## config.mk

```make
export PLATFORM = sky130hd
export DESIGN_NAME = axi_mem_arbiter
export DESIGN_NICKNAME = d
export VERILOG_FILES = /design/src/rtl/axi_mem_arbiter.sv
export SDC_FILE = /design/constraint.sdc
export NUM_CORES = 1
export LEC_CHECK = 0
export BUFFER_PORTS_ARGS = -buffer_cell sky130_fd_sc_hd__buf_4
export CORE_AREA = 2 2 152 154
export CTS_CLUSTER_SIZE = 20
export DETAILED_ROUTE_END_ITERATION = 10
export DIE_AREA = 0 0 154 156
export GPL_ROUTABILITY_DRIVEN = 0
export PLACE_DENSITY_LB_ADDON = 0.05
export SYNTH_ARGS = -nofsm -noshare
export SYNTH_HDL_FRONTEND = slang
export SYNTH_SLANG_ARGS = --single-unit
```

## constraint.sdc

```tcl
create_clock -name clk -period 1.6 [get_ports clk]
set_input_delay 0.32 -clock clk [delete_from_list [all_inputs] [get_ports clk]]
set_output_delay 0.32 -clock clk [all_outputs]
set_load 0.02 [all_outputs]
```

## src/rtl/axi_mem_arbiter.sv

```systemverilog
// rtl/axi_mem_arbiter.sv - two-requester round-robin arbiter onto one AXI slave
module axi_mem_arbiter #(
  parameter int ADDR_WIDTH = 32,
  parameter int DATA_WIDTH = 32
) (
  input  logic                  clk,
  input  logic                  rst_n,
  input  logic                  req0_valid,
  input  logic                  req0_write,
  input  logic [ADDR_WIDTH-1:0] req0_addr,
  input  logic [7:0]            req0_len,
  output logic                  req0_ready,
  input  logic [DATA_WIDTH-1:0] req0_wdata,
  output logic                  req0_wready,
  output logic [DATA_WIDTH-1:0] req0_rdata,
  output logic                  req0_rvalid,
  output logic                  req0_rlast,
  output logic                  req0_done,
  output logic [1:0]            req0_resp,
  input  logic                  req1_valid,
  input  logic                  req1_write,
  input  logic [ADDR_WIDTH-1:0] req1_addr,
  input  logic [7:0]            req1_len,
  output logic                  req1_ready,
  input  logic [DATA_WIDTH-1:0] req1_wdata,
  output logic                  req1_wready,
  output logic [DATA_WIDTH-1:0] req1_rdata,
  output logic                  req1_rvalid,
  output logic                  req1_rlast,
  output logic                  req1_done,
  output logic [1:0]            req1_resp,
  output logic [ADDR_WIDTH-1:0] awaddr,
  output logic [7:0]            awlen,
  output logic                  awvalid,
  input  logic                  awready,
  output logic [DATA_WIDTH-1:0] wdata,
  output logic                  wvalid,
  input  logic                  wready,
  output logic                  wlast,
  input  logic [1:0]            bresp,
  input  logic                  bvalid,
  output logic                  bready,
  output logic [ADDR_WIDTH-1:0] araddr,
  output logic [7:0]            arlen,
  output logic                  arvalid,
  input  logic                  arready,
  input  logic [DATA_WIDTH-1:0] rdata,
  input  logic                  rvalid,
  output logic                  rready,
  input  logic                  rlast
);

  typedef enum logic [2:0] {IDLE, AW, W, B, AR, R, DONE} state_t;

  state_t                  state;
  logic                    gnt;
  logic                    last_gnt;
  logic [ADDR_WIDTH-1:0]   addr_q;
  logic [7:0]              len_q;
  logic [7:0]              beat;
  logic [1:0]              resp0_q;
  logic [1:0]              resp1_q;
  logic                    grant_any;
  logic                    grant_sel;
  logic                    sel_write;
  logic                    in_r;

  // On a tie the requester that did not win last time gets the slot.
  always_comb begin
    grant_any = req0_valid | req1_valid;
    grant_sel = req1_valid & (~req0_valid | ~last_gnt);
    sel_write = grant_sel ? req1_write : req0_write;
  end

  always_ff @(posedge clk) begin
    if (!rst_n) begin
      state    <= IDLE;
      gnt      <= 1'b0;
      last_gnt <= 1'b1;
      addr_q   <= '0;
      len_q    <= '0;
      beat     <= '0;
      resp0_q  <= 2'b00;
      resp1_q  <= 2'b00;
    end else begin
      case (state)
        IDLE: begin
          if (grant_any) begin
            gnt    <= grant_sel;
            addr_q <= grant_sel ? req1_addr : req0_addr;
            len_q  <= grant_sel ? req1_len : req0_len;
            beat   <= '0;
            state  <= sel_write ? AW : AR;
          end
        end
        AW: if (awready) state <= W;
        W: begin
          if (wready) begin
            // Wraps harmlessly after the 256th beat of a len=255 burst.
            beat <= beat + 8'd1;
            if (beat == len_q) state <= B;
          end
        end
        B: begin
          if (bvalid) begin
            if (gnt) resp1_q <= bresp;
            else     resp0_q <= bresp;
            state <= DONE;
          end
        end
        AR: if (arready) state <= R;
        R: begin
          if (rvalid && rlast) begin
            if (gnt) resp1_q <= 2'b00;
            else     resp0_q <= 2'b00;
            state <= DONE;
          end
        end
        DONE: begin
          last_gnt <= gnt;
          state    <= IDLE;
        end
        default: state <= IDLE;
      endcase
    end
  end

  always_comb begin
    in_r        = (state == R);
    req0_ready  = (state == IDLE) && grant_any && !grant_sel;
    req1_ready  = (state == IDLE) && grant_sel;
    awvalid     = (state == AW);
    awaddr      = addr_q;
    awlen       = len_q;
    arvalid     = (state == AR);
    araddr      = addr_q;
    arlen       = len_q;
    wvalid      = (state == W);
    wdata       = wvalid ? (gnt ? req1_wdata : req0_wdata) : '0;
    wlast       = wvalid && (beat == len_q);
    bready      = (state == B);
    rready      = in_r;
    req0_wready = wvalid && !gnt && wready;
    req1_wready = wvalid && gnt && wready;
    req0_rvalid = in_r && !gnt && rvalid;
    req1_rvalid = in_r && gnt && rvalid;
    req0_rlast  = in_r && !gnt && rlast;
    req1_rlast  = in_r && gnt && rlast;
    req0_rdata  = (in_r && !gnt) ? rdata : '0;
    req1_rdata  = (in_r && gnt) ? rdata : '0;
    req0_done   = (state == DONE) && !gnt;
    req1_done   = (state == DONE) && gnt;
    req0_resp   = resp0_q;
    req1_resp   = resp1_q;
  end

endmodule

```

==> run_results.csv <==
group,metric,value,unit
run_status,status,"complete, but fails checks",
run_status,violations,"negative setup slack",
final_layout,area_growth,115,%
clocking,cts_buffer_depth,2,
sta,min_period,1.96,ns
clocking,clock_latency,0.34,ns
critical_path,critPathArrivalTime,1.64,ns
final_layout,finish.instance_area,8900,um2
critical_path,required,1.28,ns
sta,final.setup.worst_slack,-0.360,ns
pwr,leakage,0.00454,uW
logic_synthesis,async_flop_share,0,%
critical_path,r2r-start,"state[0]",
critical_path,slowest_delay,0.48,ns
pwr,p_total,8760,uW
sta,rsz0062_at_grt,"yes",
critical_path,cpLargestDelayFamily,"simple AND/OR/NAND/NOR gates",
logic_synthesis,yosys.area.top_type,"dfxtp_1",
floorplan,die_h,156,um
place,dpl_cell_area,7710,um2
clocking,cts_made_buffers,9,
sta,fin_crit_sh,123,%
logic_synthesis,synth_area_leaders,"dfxtp_1, mux2i_1, and2_1",
critical_path,slowest_stage,"or3b_4",
sta,hold_viol_final,0,
global_route,grt_pass1_vias,4933,
routing,first_pass_iters,4,
critical_path,r2r_cells,9,
critical_path,path_max_fanout,5,
logic_synthesis,ys_warn_count,0,
global_route,grt_usage,14.5,%
critical_path,worstPathBufferInverterCount,2,
logic_synthesis,yosys.area.top_type_share,27.6,%
final_layout,n_antenna_cell,0,
pwr,intPower,5400,uW
logic_synthesis,ys_seq_elements,57,
routing,drc,0,
logic_synthesis,synthCells,496,
clocking,root_buffer,"clkbuf_16",
pwr,swShare,38.3,%
routing,drtAntennaViolNets,0,
final_layout,final_common_cell,"buf_4",
clocking,path_clk_slew,0.06,ns
sta,slew_violations,0,
worst_hold_path,holdCritStartpoint,"req1_len[2]",
pwr,p_seq_share,22.8,%
place,dp_hpwl,15.2,mm
logic_synthesis,syn-num-nets,687,
sta,skew,0.00550,ns
floorplan,dieArea,24000,um2
clocking,cts_hold_buffers,0,
critical_path,critPathLaunch,"state[1]",
clocking,cts_sinks,57,
floorplan,num_rows,55,
floorplan,core_area,22400,um2
worst_hold_path,hold_path_class,"input port to flop",
flow_run,cap_viol_max_count,0,
worst_hold_path,min_delay_path_depth,3,
sta,tightest_slew,0.346,ns
global_route,overflow,0,
logic_synthesis,ys.flop_type,"dfxtp_1",
routing,via_per_inst,4.21,
sta,setup_viol,152,
routing,num_vias,4972,
sta,clock.fmax,0.510,GHz
routing,routed_wl,19.4,mm
final_layout,drive_above_1_share,69.4,%
critical_path,path_cells,"or3b_4 -> nor3_2 -> nand4_1 -> inv_2 -> buf_6",
final_layout,fin_util,39.8,%
clocking,htree_levels,3,
critical_path,cp-start-kind,"flop",
pwr,pwr-share-comb,54.3,%
floorplan,pin_count,386,
logic_synthesis,synth_edf_count,0,
global_route,grt_pass1_wl,27.1,mm
pwr,p_sw,3360,uW
pwr,irDropWorstVdd,0.655,mV
final_layout,final_cell_mix,"buf_4, buf_6, mux2i_1, and2_2, dfxtp_1",
place,port_buffers,385,
critical_path,cp-end-kind,"output port",
global_route,grt_antenna_before_repair,0,
logic_synthesis,syn_area,4130,um2
pwr,power_density,985,nW/um2
sta,holdWs,0.257,ns
logic_synthesis,synth_seq_area_share,27.6,%
logic_synthesis,synth.distinct_cells,39,
sta,relSlewSlack,76.8,%
logic_synthesis,avgSynthCellArea,8.33,um2
floorplan,fp.dieW,154,um
floorplan,initial_core_util,18.5,%
final_layout,finalNetCount,1081,
pwr,pwr-share-clk,22.9,%
critical_path,critPathKind,"flop to output port",
routing,wire_per_inst,16.4,um
critical_path,cp.depth,5,
global_route,grt_max_degree,44,
routing,drt_iter0_markers,169,
clocking,cts_tree,"done",
[cell type report]
cell class / instances / area [um2]
Fill cell: 2269 / 13500
Timing Repair Buffer: 460 / 4050
Sequential cell: 57 / 1150
Clock buffer: 11 / 243
Clock inverter: 5 / 63.8
Tap cell: 285 / 357
Multi-Input combinational cell: 356 / 3000
Inverter: 6 / 22.5
[sequential cells by signal (all words and copies together), names as in the netlist]
register and count:
araddr 32, arlen 8, beat 8, gnt 1, last_gnt 1, req0_resp 2
req1_resp 2, state 3
[routing by layer]
layer,track usage [%],share of wire (%),vias up
met1,16.0,38,2290
li1,-,-,2435
met3,3.69,7.3,16
met2,27.6,54,231
met5,0,0,-
met4,3.74,1.1,0
[metrics by stage]
stage	TNS, ns	worst slack (ns)	cells
CTS	-39.15	-0.397	1168
floorplan	-0.557	-0.0583	496
detailed placement	-1.82	-0.0781	1138
finish	-37.04	-0.360	1180
global route	-47.96	-0.442	1180
global placement	-0.390	-0.0555	1138
[tightest hold or removal path, stage by stage]
cell and delay [ns]:
buf_4 0.08, a222oi_1 0.05, nor2b_1 0.10
[power groups by stage]
stage | logic [uW] | clock network [uW] | registers, uW
after floorplan | 2120 | 0 | 2250
after global placement | 3970 | 0 | 2020
after detailed placement | 3970 | 0 | 2020
after CTS | 4200 | 2090 | 2000
after global routing | 5060 | 2160 | 2040
final | 4760 | 2010 | 2000
[cell usage after synthesis (2+ instances only)]
cell type / count
mux2i_1: 74
and2_1: 72
dfxtp_1: 57
nor2_1: 53
buf_4: 46
nand2_1: 44
o211a_1: 37
clkbuf_1: 18
nor2b_1: 14
xor2_1: 13
buf_2: 11
inv_1: 6
a21boi_0: 4
a21oi_1: 4
nand3_1: 4
nand4_1: 4
o21ai_0: 4
a222oi_1: 3
and3_1: 3
nor3_1: 3
buf_1: 2
nand2b_1: 2
nand3b_1: 2
[final timing paths]
kind / to / slack [ns]
worst min-delay path: arlen[2] / 0.26
worst min register to register: last_gnt / 0.49
worst max register to register: arlen[1] / -0.19
worst max-delay path: wlast / -0.36
[cell families (layout without fill, tap and decap cells)]
group,after synthesis,in the layout,share of synthesized area [%]
mux,74,74,17.9
fa+ha+maj,1,1,0.303
flops,57,57,27.6
xor+xnor,14,14,2.97
buf+inv,83,482,12.0
simple gates,210,210,26.7
compound gates,57,57,12.4
[repair_timing]
action,in CTS,in global routing
pin swaps,5,12
buffers inserted,14,15
setup endpoints to repair,115,166
endpoints found under the hold margin,0,0
gates resized for setup,80,87
gates cloned,1,5
(Power assumes the default switching activity.)
